<file path="src/rtl/lc3b_pkg.sv">
// Shared LC-3b debug-path definitions: word/select widths, serializer state
// encoding and the select-stepping helper.
package lc3b_pkg;

  localparam int WORD_W = 16;
  localparam int SEL_W  = 4;

  typedef enum logic [1:0] {
    IDLE = 2'd0,
    SEND = 2'd1,
    DONE = 2'd2
  } ser_state_e;

  // Move the bit index one position toward the far end of the word, wrapping mod 16.
  function automatic logic [SEL_W-1:0] step_select(input logic [SEL_W-1:0] sel,
                                                   input logic              down);
    step_select = down ? (sel - SEL_W'(1)) : (sel + SEL_W'(1));
  endfunction

endpackage

</file>
<file path="src/rtl/mux16.sv">
// 16:1 single-bit selector feeding the serial output; purely combinational so
// the selected bit follows the registered word and index in the same cycle.
module mux16
  import lc3b_pkg::*;
(
  input  logic              clk_50,
  input  logic [WORD_W-1:0] in,
  input  logic [SEL_W-1:0]  select,
  output logic              out
);

  assign out = in[select];

  // The clock only qualifies this sanity property; the datapath itself is unclocked.
  select_known_a : assert property (@(posedge clk_50) !$isunknown(select));

endmodule

</file>
<file path="src/rtl/word_serializer.sv">
// Parallel-to-serial stage: takes one 16-bit word over a load handshake and
// emits it one bit per accepted serial transfer through mux16.
module word_serializer #(
  parameter int WIDTH = 16,
  parameter int SEL_W = 4
) (
  input  logic             clk_50,
  input  logic             reset,
  input  logic             load_valid,
  output logic             load_ready,
  input  logic [WIDTH-1:0] load_data,
  input  logic             msb_first,
  input  logic             abort,
  output logic             ser_valid,
  input  logic             ser_ready,
  output logic             ser_bit,
  output logic             ser_last,
  output logic             busy,
  output logic             done
);
  import lc3b_pkg::*;

  ser_state_e       state_q, state_d;
  logic [WIDTH-1:0] word_q, word_d;
  logic [SEL_W-1:0] select_q, select_d;
  logic [SEL_W-1:0] bit_cnt_q, bit_cnt_d;
  logic             dir_q, dir_d;
  logic             init_q, init_d;
  logic             xfer;
  logic             cnt_last;

  assign xfer     = (state_q == SEND) && ser_ready;
  assign cnt_last = (bit_cnt_q == {SEL_W{1'b1}});

  always_comb begin
    state_d   = state_q;
    word_d    = word_q;
    select_d  = select_q;
    bit_cnt_d = bit_cnt_q;
    dir_d     = dir_q;
    // init_q holds load_ready low until the first edge after reset release.
    init_d    = 1'b1;

    case (state_q)
      IDLE: begin
        if (init_q && load_valid && !abort) begin
          word_d    = load_data;
          dir_d     = msb_first;
          select_d  = msb_first ? {SEL_W{1'b1}} : '0;
          bit_cnt_d = '0;
          state_d   = SEND;
        end
      end
      SEND: begin
        if (abort) begin
          select_d  = '0;
          bit_cnt_d = '0;
          state_d   = IDLE;
        end else if (xfer) begin
          bit_cnt_d = bit_cnt_q + SEL_W'(1);
          select_d  = step_select(select_q, dir_q);
          if (cnt_last) begin
            state_d = DONE;
          end
        end
      end
      DONE: begin
        state_d = IDLE;
        if (abort) begin
          select_d  = '0;
          bit_cnt_d = '0;
        end
      end
      default: begin
        state_d = IDLE;
      end
    endcase
  end

  always_ff @(posedge clk_50 or posedge reset) begin
    if (reset) begin
      state_q   <= IDLE;
      word_q    <= '0;
      select_q  <= '0;
      bit_cnt_q <= '0;
      dir_q     <= 1'b0;
      init_q    <= 1'b0;
    end else begin
      state_q   <= state_d;
      word_q    <= word_d;
      select_q  <= select_d;
      bit_cnt_q <= bit_cnt_d;
      dir_q     <= dir_d;
      init_q    <= init_d;
    end
  end

  mux16 u_mux16 (
    .clk_50 (clk_50),
    .in     (word_q),
    .select (select_q),
    .out    (ser_bit)
  );

  assign load_ready = (state_q == IDLE) && init_q;
  assign ser_valid  = (state_q == SEND);
  assign busy       = (state_q == SEND);
  assign ser_last   = (state_q == SEND) && cnt_last;
  // An abort landing on the DONE cycle cancels the completion pulse.
  assign done       = (state_q == DONE) && !abort;

endmodule
</file>
<file path="config.mk">
export PLATFORM = sky130hd
export DESIGN_NAME = word_serializer
export DESIGN_NICKNAME = d
export VERILOG_FILES = /design/src/rtl/lc3b_pkg.sv /design/src/rtl/mux16.sv /design/src/rtl/word_serializer.sv
export SDC_FILE = /design/constraint.sdc
export NUM_CORES = 1
export LEC_CHECK = 0
export BUFFER_PORTS_ARGS = -buffer_cell sky130_fd_sc_hd__buf_4
export CELL_PAD_IN_SITES_DETAIL_PLACEMENT = 0
export CELL_PAD_IN_SITES_GLOBAL_PLACEMENT = 2
export CORE_ASPECT_RATIO = 1.75
export CORE_MARGIN = 2
export CORE_UTILIZATION = 37
export CTS_CLUSTER_DIAMETER = 40
export DETAILED_ROUTE_END_ITERATION = 8
export PLACE_DENSITY = 0.91
export SYNTH_ARGS = -nofsm -noshare
export SYNTH_HDL_FRONTEND = slang
export SYNTH_SLANG_ARGS = --single-unit
export TNS_END_PERCENT = 5
</file>
<file path="constraint.sdc">
create_clock -name clk_50 -period 2.24 [get_ports clk_50]
set_input_delay 0.112 -clock clk_50 [delete_from_list [all_inputs] [get_ports clk_50]]
set_output_delay 0.112 -clock clk_50 [all_outputs]
set_load 0.005 [all_outputs]
</file>
# Yosys cells after proc, flatten, opt, wreduce, memory -nomap -nowiden

Cells that the tools add are included.
W data, S select, Z words.

Shift operators: 0
Equal/unequal tests: 7
Div/mod/pow operators: 0
Muxes and demuxes: 18
Add/subtract/negate cells: 3
$lt $le $gt $ge: 1
Reductions and logical operators: 12
Bitwise operators: 0
Multipliers: 0

Operators by type and width:

| cell                  | number |
|---|---|
| $mux W4               | 9 |
| $pmux W4 S3           | 2 |
| $add A4 B1 Y4 const B | 2 |
| $mux W2               | 4 |
| $logic_and A1 B1 Y1   | 6 |
| $ne A3 B2 Y1 const B  | 2 |
| $lt A4 B5 Y1 const B  | 1 |
| $bmux W1 S4           | 1 |
| $eq A4 B4 Y1 const B  | 1 |
| $ne A2 B2 Y1 const B  | 2 |
| $pmux W2 S2           | 1 |
| $reduce_and A4 Y1     | 1 |
| $sub A4 B1 Y4 const B | 1 |
| $reduce_and A3 Y1     | 1 |
| $reduce_bool A3 Y1    | 1 |
| $eq A2 B1 Y1 const B  | 1 |
| $eq A2 B2 Y1 const B  | 1 |
| $logic_not A2 Y1      | 1 |
| $reduce_and A2 Y1     | 1 |
| $logic_not A1 Y1      | 1 |
| $mux W1               | 1 |

Output and inout bits: 6
Memories kept: 0
Bits in registers: 28
RAM bits: 0
ROM bits: 0
Word-level logic and storage cells: 47
Bits in latches: 0
Input port bits: 22

# Longest topological paths before layout

Gate-level depths: netlist of run 1.

Depth in word-level cells: 5
Depth in mapped cells: 7
Mapped depth without buffers: 6

# Cells and area by module

A second synthesis of run 1 with hierarchy kept.

Cells, all modules: 122
Area, all modules: 1552.7 um2

Modules (own cells, without submodules):

| module          | times used | cells an instance | sequential area each (um2) | area each (um2) |
|---|---|---|---|---|
| word_serializer | 1          | 115               | 700.7                      | 1417.6 |
| mux16           | 1          | 7                 | 0.0                        | 135.1 |

# Least setup slack after synthesis of run 1

Ideal clock, no wire load.

Path kind: flip-flop to flip-flop
Start point: register state_q[0]
End point: register word_q[0]
Buffers on the path: 2
Required time: 2.115 ns
Setup slack: 0.466 ns
Arrival: 1.649 ns
Cell stages (with the launch flop): 8
Cell sequence: dfrtp_1 inv_1 ha_1 clkbuf_2 and2_1 nand3b_2 buf_4 mux2_2

Longest elaborated chain between the ends: 2

Ends and longest elaborated chain:

| item                               | RTL line              | text |
|---|---|---|
| start, declared                    | word_serializer.sv:23 | `ser_state_e state_q, state_d;` |
| start signal, assigned             | word_serializer.sv:89 | `state_q <= state_d;` |
| $logic_not A2 Y1                   | word_serializer.sv:44 | `case (state_q)` |
| $reduce_and A2 Y1 (no source line) | n/a                   |  |
| end signal, assigned               | word_serializer.sv:90 | `word_q <= word_d;` |
| end, declared                      | word_serializer.sv:24 | `logic [WIDTH-1:0] word_q, word_d;` |

No other way between the ends.
A chain may end at the register's enable or synchronous reset.

# Worst setup path in the final report of run 1

Start point: register select_q[0]
End point: output ser_bit

Longest elaborated chain between the ends: 2

Ends and longest elaborated chain:

| item                          | RTL line              | text |
|---|---|---|
| start, declared               | word_serializer.sv:25 | `logic [SEL_W-1:0] select_q, select_d;` |
| start signal, assigned        | word_serializer.sv:91 | `select_q <= select_d;` |
| $bmux W1 S4                   | mux16.sv:12           | `assign out = in[select];` |
| $mux W1 (not written as such) | mux16.sv:12           |  |
| end, declared                 | word_serializer.sv:16 | `output logic ser_bit,` |

No other way between the ends. The select of a mux whose other input is x is not followed.

==> report_table.html, run 1 <==
<table>
<tr><th>Metric</th><th>Value</th></tr>
<tr><th colspan="2">Placement</th></tr>
<tr><td>Estimated wirelength of the detail-placed design</td><td>2.50 mm</td></tr>
<tr><td>Global placement routability congestion</td><td>roughly 0.73</td></tr>
<tr><td>Port bufs</td><td>27</td></tr>
<tr><th colspan="2">Worst setup path</th></tr>
<tr><td>CP endpoint kind</td><td>output pin</td></tr>
<tr><td>CP Launch Type</td><td>flip-flop</td></tr>
<tr><td>Highest fanout seen on the critical path</td><td>8</td></tr>
<tr><td>FF-to-FF End</td><td>word_q[5]</td></tr>
<tr><td>Worst Path Required</td><td>2.13 ns</td></tr>
<tr><td>Setup crit start</td><td>select_q[0]</td></tr>
<tr><td>Depth of the worst register-to-register path</td><td>5</td></tr>
<tr><td>Startpoint of the worst register-to-register path</td><td>state_q[0]</td></tr>
<tr><td>Critical path data arrival time</td><td>2.01 ns</td></tr>
<tr><td>Flop-to-flop setup slack</td><td>0.26 ns</td></tr>
<tr><td>Category of the most critical setup path</td><td>reg -&gt; out</td></tr>
<tr><td>Critical path capture point</td><td>ser_bit</td></tr>
<tr><th colspan="2">GRT</th></tr>
<tr><td>Remaining global-route overflow</td><td>0</td></tr>
<tr><td>Largest net degree at the start of global routing</td><td>29</td></tr>
<tr><td>Global-route wire length before repair</td><td>5.42 mm</td></tr>
<tr><td>Total Routing Usage GR</td><td>0.153</td></tr>
<tr><td>Antenna violations before repair</td><td>0</td></tr>
<tr><td>Via count of the first global-routing pass</td><td>approximately 1200</td></tr>
<tr><th colspan="2">Detailed routing</th></tr>
<tr><td>Final antenna-violating net count</td><td>0</td></tr>
<tr><td>Total length of routed wires</td><td>around 3.2 mm</td></tr>
<tr><td>Ratio of routed vias to standard cells</td><td>around 5.4</td></tr>
<tr><td>Number of search-and-repair iterations in the first detailed-routing pass</td><td>4</td></tr>
<tr><td>Detailed-route DRC error count</td><td>0</td></tr>
<tr><td>Post-detailed-route wirelength per cell</td><td>15.6 µm</td></tr>
<tr><td>Vias</td><td>around 1100</td></tr>
<tr><td>Initial DRC count</td><td>7</td></tr>
<tr><th colspan="2">Finish</th></tr>
<tr><td>Commonest non-fill, non-tap cells in the layout</td><td>31 x sky130_fd_sc_hd__buf_4, 27 x sky130_fd_sc_hd__dfrtp_1, 17 x sky130_fd_sc_hd__mux2_2</td></tr>
<tr><td>Area added between synthesis and finish</td><td>20.1%</td></tr>
<tr><td>Fraction of layout instances using a drive strength above 1</td><td>0.383</td></tr>
<tr><td>Antenna diodes</td><td>0</td></tr>
<tr><td>Total number of nets in the final design</td><td>185</td></tr>
<tr><td>Most frequent standard cell in the layout excluding fill and tap cells</td><td>sky130_fd_sc_hd__buf_4</td></tr>
<tr><td>Final core utilization</td><td>0.456</td></tr>
<tr><th colspan="2">Timing</th></tr>
<tr><td>Share of the clock period used by the worst path after layout</td><td>0.949</td></tr>
<tr><td>Setup repair after global routing missed its margin</td><td>no</td></tr>
<tr><td>Accumulated negative setup slack</td><td>0 ns</td></tr>
<tr><td>Max Clock Skew</td><td>0.00323 ns</td></tr>
<tr><td>Number of failing hold endpoints at the final stage</td><td>0</td></tr>
<tr><td>Setup violations, final</td><td>0</td></tr>
<tr><td>Number of pins exceeding their max-slew limit in the final report</td><td>0</td></tr>
<tr><td>Post-layout min period</td><td>around 2.1 ns</td></tr>
<tr><td>Fmax</td><td>roughly 470 MHz</td></tr>
<tr><th colspan="2">Yosys</th></tr>
<tr><td>Sequential cell area fraction in the yosys report</td><td>0.449</td></tr>
<tr><td>Post-synthesis register bit count</td><td>28</td></tr>
<tr><td>Mapped Avg Cell Area</td><td>12.6 µm²</td></tr>
<tr><td>Number of instances in the synthesized netlist</td><td>124</td></tr>
<tr><td>Count of flip-flops with a built-in enable after synthesis</td><td>0</td></tr>
<tr><td>Predominant post-synthesis flop cell</td><td>sky130_fd_sc_hd__dfrtp_1</td></tr>
<tr><td>Nets in the synthesized netlist</td><td>154</td></tr>
<tr><td>Post-synthesis instance area</td><td>0.00156 mm²</td></tr>
<tr><td>Async SR Flop Fraction</td><td>1.00</td></tr>
<tr><td>Yosys cell types</td><td>39</td></tr>
<tr><td>Yosys warns</td><td>0</td></tr>
<tr><th colspan="2">Clocking</th></tr>
<tr><td>Post CTS Setup Buffer Count</td><td>0</td></tr>
<tr><td>Sink count of the clock tree</td><td>28</td></tr>
<tr><td>TritonCTS clock tree</td><td>built</td></tr>
<tr><td>Maximum clock insertion buffer count</td><td>2</td></tr>
<tr><td>Clock latency on the worst-skew pair</td><td>around 0.27 ns</td></tr>
<tr><td>Number of buffers inserted during clock tree synthesis</td><td>3</td></tr>
<tr><td>Cell chosen for the clock root</td><td>sky130_fd_sc_hd__clkbuf_8</td></tr>
<tr><td>Clock-pin slew on the worst setup and hold paths</td><td>0.09 ns</td></tr>
<tr><td>Number of levels the H-tree was split into</td><td>1</td></tr>
<tr><th colspan="2">Floorplan</th></tr>
<tr><td>Overall die height</td><td>89.9 µm</td></tr>
<tr><td>Starting utilization of the core area</td><td>0.379</td></tr>
<tr><td>Die outline area</td><td>0.00477 mm²</td></tr>
<tr><td>Standard-cell row count</td><td>31</td></tr>
<tr><td>Die W</td><td>53.1 µm</td></tr>
<tr><td>Number of top-level pins</td><td>28</td></tr>
<tr><td>Core area</td><td>0.00411 mm²</td></tr>
<tr><th colspan="2">Pwr</th></tr>
<tr><td>Design Power</td><td>0.00233 W</td></tr>
<tr><td>Worst IR drop on VDD</td><td>0.644 mV</td></tr>
<tr><td>Total power divided by cell area</td><td>1240 mW/mm²</td></tr>
<tr><td>Leak Pwr</td><td>a little under 0.9 nW</td></tr>
<tr><th colspan="2">Hold path</th></tr>
<tr><td>Type of the most critical hold path</td><td>in -&gt; reg</td></tr>
<tr><th colspan="2">Run</th></tr>
<tr><td>Max_cap viols</td><td>0</td></tr>
<tr><th colspan="2">Run status</th></tr>
<tr><td>Run status</td><td>finished clean</td></tr>
</table>
[report_power, final]
part           internal, W  switching (W)  leakage [nW]
registers         0.000728       0.000206         0.344
clock network     0.000157       0.000149        0.0288
logic             0.000612       0.000474         0.504
[area by class of cell]
class	count	area [µm²]
multi-input cells	83	786
inverters	7	26.3
clock buffers	4	55.1
fillers	419	2240
well taps	49	61.3
flip-flops and latches	28	702
repair buffers	32	243
[critical path, cell delays in order, from the launching register on]
cell and delay, ns:
sky130_fd_sc_hd__dfrtp_2 0.47, sky130_fd_sc_hd__mux4_1 0.60, sky130_fd_sc_hd__mux4_2 0.52, sky130_fd_sc_hd__buf_4 0.16
[cell usage after synthesis, drive strengths merged (3+ instances only)]
| master | n | area, µm² |
|---|---|---|
| a21oi | 3 | 15.0 |
| buf | 4 | 37.5 |
| dfrtp | 28 | 701 |
| ha | 7 | 87.6 |
| inv | 7 | 26.3 |
| mux2 | 17 | 191 |
| mux4 | 5 | 128 |
| nand3 | 4 | 20.0 |
| nand3b | 3 | 38.8 |
| nor2 | 8 | 30.0 |
| o21ai | 7 | 35.0 |
[worst min path at each step]
stage / from / end / slack, ns / depth (start not counted)
6_report: load_data[12] / word_q[12] / 0.06 / 2
5_1_grt: load_data[9] / word_q[9] / 0.05 / 2
4_1_cts: load_data[12] / word_q[12] / 0.06 / 2
3_5_place_dp: reset / init_q / 0.21 / 3
3_3_place_gp: reset / init_q / 0.19 / 3
2_1_floorplan: reset / bit_cnt_q[0] / 0.18 / 1
[state kept, by name (all words and copies together) (netlist names)]
signal / count
word_q: 16
select_q: 4
bit_cnt_q: 4
state_q: 2
dir_q: 1
init_q: 1
[metrics by stage]
stage / worst slack [ns] / instance area (µm²) / hold WS, ns / std cells
after global routing: 0.0895 / 1870 / 0.0547 / 203
after detailed placement: 0.244 / 1810 / 0.207 / 198
final: 0.115 / 1870 / 0.0616 / 203
after global placement: 0.318 / 1810 / 0.195 / 198
after floorplan: 0.466 / 1560 / 0.177 / 124
after CTS: 0.0296 / 1870 / 0.0589 / 203
[kinds of logic (layout without fill, tap and decap cells)]
group / after synthesis / in the layout / share of synthesized area
simple gates: 28 / 28 / 0.109
other cells: 1 / 1 / 0.00241
buf+inv: 13 / 43 / 0.0465
compound gates: 21 / 21 / 0.100
xor+xnor: 1 / 1 / 0.00562
flops: 28 / 28 / 0.449
fa+ha+maj: 8 / 8 / 0.0690
mux: 24 / 24 / 0.217
[metal layers]
| metal | track usage | vias to the layer above | part of all wire | routed length (µm) |
|---|---|---|---|---|
| met5 | 0 | - | 0 | 0 |
| met4 | 0.0748 | 0 | 0.044 | 138 |
| met3 | 0.0166 | 11 | 0.036 | 115 |
| met2 | 0.268 | 38 | 0.56 | 1780 |
| met1 | 0.176 | 541 | 0.36 | 1140 |
| li1 | - | 509 | - | - |
[repair_timing]
action,4_1_cts,5_1_grt
endpoints found under the setup margin,0,1
resized for setup,0,1
endpoints found under the hold margin,28,0
hold buffers,1,0
No activity file was read; power rests on OpenSTA's default activity.
==> inputs of run 2 (changes only) <==
Settings changed: GPL_ROUTABILITY_DRIVEN from default to 0, GPL_TIMING_DRIVEN from default to 0.
==> run 2 against run 1 <==
Compared with the run above:
- sequential cell count unchanged
- clock power about the same
- sequential power down 5.0%
- via count down 2.0%
- highest routed layer unchanged
- sequential share of layout area down 0.17 points
- utilization up 0.12 points
- die area unchanged
- critical path type unchanged
- global-route usage down 0.95 points
==> report_table.html, run 2 (synthesized netlist as in run 1, its figures left out) <==
<table>
<tr><th>Metric</th><th>Value</th></tr>
<tr><th colspan="2">Run status</th></tr>
<tr><td>Run status</td><td>finished clean</td></tr>
<tr><th colspan="2">Worst setup path</th></tr>
<tr><td>Highest fanout seen on the critical path</td><td>7</td></tr>
<tr><td>Critical path data arrival time</td><td>around 2.0 ns</td></tr>
<tr><td>CP endpoint kind</td><td>output pin</td></tr>
<tr><td>Family with the most delay on the worst path</td><td>multiplexers</td></tr>
<tr><td>Worst Path Required</td><td>2.13 ns</td></tr>
<tr><td>Category of the most critical setup path</td><td>reg -&gt; out</td></tr>
<tr><td>Highest-delay cell along the critical path</td><td>sky130_fd_sc_hd__mux4_1</td></tr>
<tr><td>Number of buffers and inverters on the critical path</td><td>2</td></tr>
<tr><td>Slowest stage delay, CP</td><td>0.57 ns</td></tr>
<tr><td>CP Cell Sequence</td><td>buf_6, mux4_1, mux4_2, buf_4</td></tr>
<tr><td>CP Launch Type</td><td>flip-flop</td></tr>
<tr><th colspan="2">Hold path</th></tr>
<tr><td>Type of the most critical hold path</td><td>in -&gt; reg</td></tr>
<tr><th colspan="2">Clocking</th></tr>
<tr><td>Clock latency on the worst-skew pair</td><td>0.27 ns</td></tr>
<tr><td>Sink count of the clock tree</td><td>28</td></tr>
<tr><td>Cell chosen for the clock root</td><td>sky130_fd_sc_hd__clkbuf_8</td></tr>
<tr><td>Number of resized instances in the post-cts repair step</td><td>0</td></tr>
<tr><td>Maximum clock insertion buffer count</td><td>2</td></tr>
<tr><td>Number of levels the H-tree was split into</td><td>1</td></tr>
<tr><td>Post CTS Setup Buffer Count</td><td>0</td></tr>
<tr><td>Clock-pin slew on the worst setup and hold paths</td><td>~0.090 ns</td></tr>
<tr><td>TritonCTS clock tree</td><td>built</td></tr>
<tr><td>Hold-fix buffer count after cts</td><td>0</td></tr>
<tr><td>Number of buffers inserted during clock tree synthesis</td><td>3</td></tr>
<tr><th colspan="2">Timing</th></tr>
<tr><td>Post-layout min period</td><td>2.15 ns</td></tr>
<tr><td>Share of the clock period used by the worst path after layout</td><td>0.958</td></tr>
<tr><td>Number of pins exceeding their max-slew limit in the final report</td><td>0</td></tr>
<tr><td>Max Clock Skew</td><td>around 0.0023 ns</td></tr>
<tr><td>Setup repair after global routing missed its margin</td><td>no</td></tr>
<tr><td>Number of failing hold endpoints at the final stage</td><td>0</td></tr>
<tr><td>Accumulated negative setup slack</td><td>0 ns</td></tr>
<tr><td>Normalized max-slew margin</td><td>0.321</td></tr>
<tr><td>Fin worst setup slack</td><td>0.0936 ns</td></tr>
<tr><td>Setup violations, final</td><td>0</td></tr>
<tr><td>Fmax</td><td>approximately 470 MHz</td></tr>
<tr><td>Slew of the pin with the lowest slew margin</td><td>1.02 ns</td></tr>
<tr><th colspan="2">Floorplan</th></tr>
<tr><td>Core area</td><td>just over 0.004 mm²</td></tr>
<tr><td>Die W</td><td>between 50 and 60 µm</td></tr>
<tr><td>Die outline area</td><td>between 0.004 and 0.005 mm²</td></tr>
<tr><td>Standard-cell row count</td><td>31</td></tr>
<tr><td>Overall die height</td><td>89.9 µm</td></tr>
<tr><td>Starting utilization of the core area</td><td>0.379</td></tr>
<tr><td>Number of top-level pins</td><td>28</td></tr>
<tr><th colspan="2">Detailed routing</th></tr>
<tr><td>Vias</td><td>1077</td></tr>
<tr><td>Detailed-route DRC error count</td><td>0</td></tr>
<tr><td>Ratio of routed vias to standard cells</td><td>between 5 and 6</td></tr>
<tr><td>Initial DRC count</td><td>10</td></tr>
<tr><td>Total length of routed wires</td><td>approximately 3 mm</td></tr>
<tr><td>Post-detailed-route wirelength per cell</td><td>around 14 µm</td></tr>
<tr><td>Final antenna-violating net count</td><td>0</td></tr>
<tr><td>Number of search-and-repair iterations in the first detailed-routing pass</td><td>4</td></tr>
<tr><th colspan="2">GRT</th></tr>
<tr><td>Global-route wire length before repair</td><td>5.22 mm</td></tr>
<tr><td>Antenna violations before repair</td><td>0</td></tr>
<tr><td>Largest net degree at the start of global routing</td><td>29</td></tr>
<tr><td>Remaining global-route overflow</td><td>0</td></tr>
<tr><td>Total Routing Usage GR</td><td>0.143</td></tr>
<tr><td>Via count of the first global-routing pass</td><td>1201</td></tr>
<tr><th colspan="2">Placement</th></tr>
<tr><td>Post-place setup slack</td><td>0.275 ns</td></tr>
<tr><td>Estimated wirelength of the detail-placed design</td><td>2.36 mm</td></tr>
<tr><td>Port bufs</td><td>27</td></tr>
<tr><td>Instance area after placement</td><td>0.00182 mm²</td></tr>
<tr><th colspan="2">Finish</th></tr>
<tr><td>Antenna diodes</td><td>0</td></tr>
<tr><td>Area added between synthesis and finish</td><td>20.5%</td></tr>
<tr><td>Most frequent standard cell in the layout excluding fill and tap cells</td><td>sky130_fd_sc_hd__buf_4</td></tr>
<tr><td>Max reg flops</td><td>16</td></tr>
<tr><td>Biggest regs</td><td>word_q (16), bit_cnt_q (4), select_q (4)</td></tr>
<tr><td>Commonest non-fill, non-tap cells in the layout</td><td>29 x sky130_fd_sc_hd__buf_4, 28 x sky130_fd_sc_hd__dfrtp_1, 17 x sky130_fd_sc_hd__mux2_2</td></tr>
<tr><td>Register name with the most flops</td><td>word_q</td></tr>
<tr><td>Fraction of layout instances using a drive strength above 1</td><td>0.381</td></tr>
<tr><td>Total number of nets in the final design</td><td>approximately 190</td></tr>
<tr><td>Fin area</td><td>0.00188 mm²</td></tr>
<tr><th colspan="2">Pwr</th></tr>
<tr><td>Total power divided by cell area</td><td>1240 mW/mm²</td></tr>
<tr><td>Worst IR drop on VDD</td><td>0.746 mV</td></tr>
<tr><td>Leak Pwr</td><td>0.881 nW</td></tr>
<tr><th colspan="2">Run</th></tr>
<tr><td>Max_cap viols</td><td>0</td></tr>
</table>
[run 2: changes by cell type in the layout (fill, tap and decap cells not counted), sizes merged]
cell	previous run	this run
clkbuf	4	6
dlygate4sd3	1	0
[run 2: power breakdown]
| part | internal, W | leakage (nW) | switching, W |
|---|---|---|---|
| logic | 0.000638 | 0.507 | 0.000498 |
| registers | 0.000726 | 0.345 | 0.000161 |
| clock network | 0.000157 | 0.0288 | 0.000147 |
[run 2: metal layers]
layer	part of all wire	GRT usage
met2	0.58	0.274
met1	0.36	0.151
met3	0.038	0.0183
met5	0	0
met4	0.017	0.0449
[run 2: layout make-up]
type                            instances  area (µm²)
Tap cell                               49        61.3
Fill cell                             408        2230
Multi-Input combinational cell         83         786
Buffer                                  6        46.3
Clock buffer                            4        55.1
Timing Repair Buffer                   27         203
Inverter                                7        26.3
Sequential cell                        28         701
[run 2: path summary, 6_finish.rpt]
path | endpoint | from | slack [ns] | cells past startpoint
min in group asynchronous | word_q[2] | reset | 0.08 | 2
max reg2reg | bit_cnt_q[2] | state_q[1] | 0.27 | 6
max | ser_bit | select_q[0] | 0.09 | 4
min reg2reg | word_q[13] | word_q[13] | 0.50 | 1
max in group asynchronous | bit_cnt_q[3] | reset | 1.54 | 2
min | word_q[4] | load_data[4] | 0.07 | 2
[run 2: through the flow]
step                power, W  utilization  hold slack, ns  std cells
floorplan            0.00171            -           0.177        124
global placement     0.00201        0.443           0.345        200
detailed placement   0.00205        0.443           0.349        200
CTS                  0.00236        0.457          0.0629        204
global route         0.00254        0.457          0.0607        204
finish               0.00233        0.457          0.0675        204
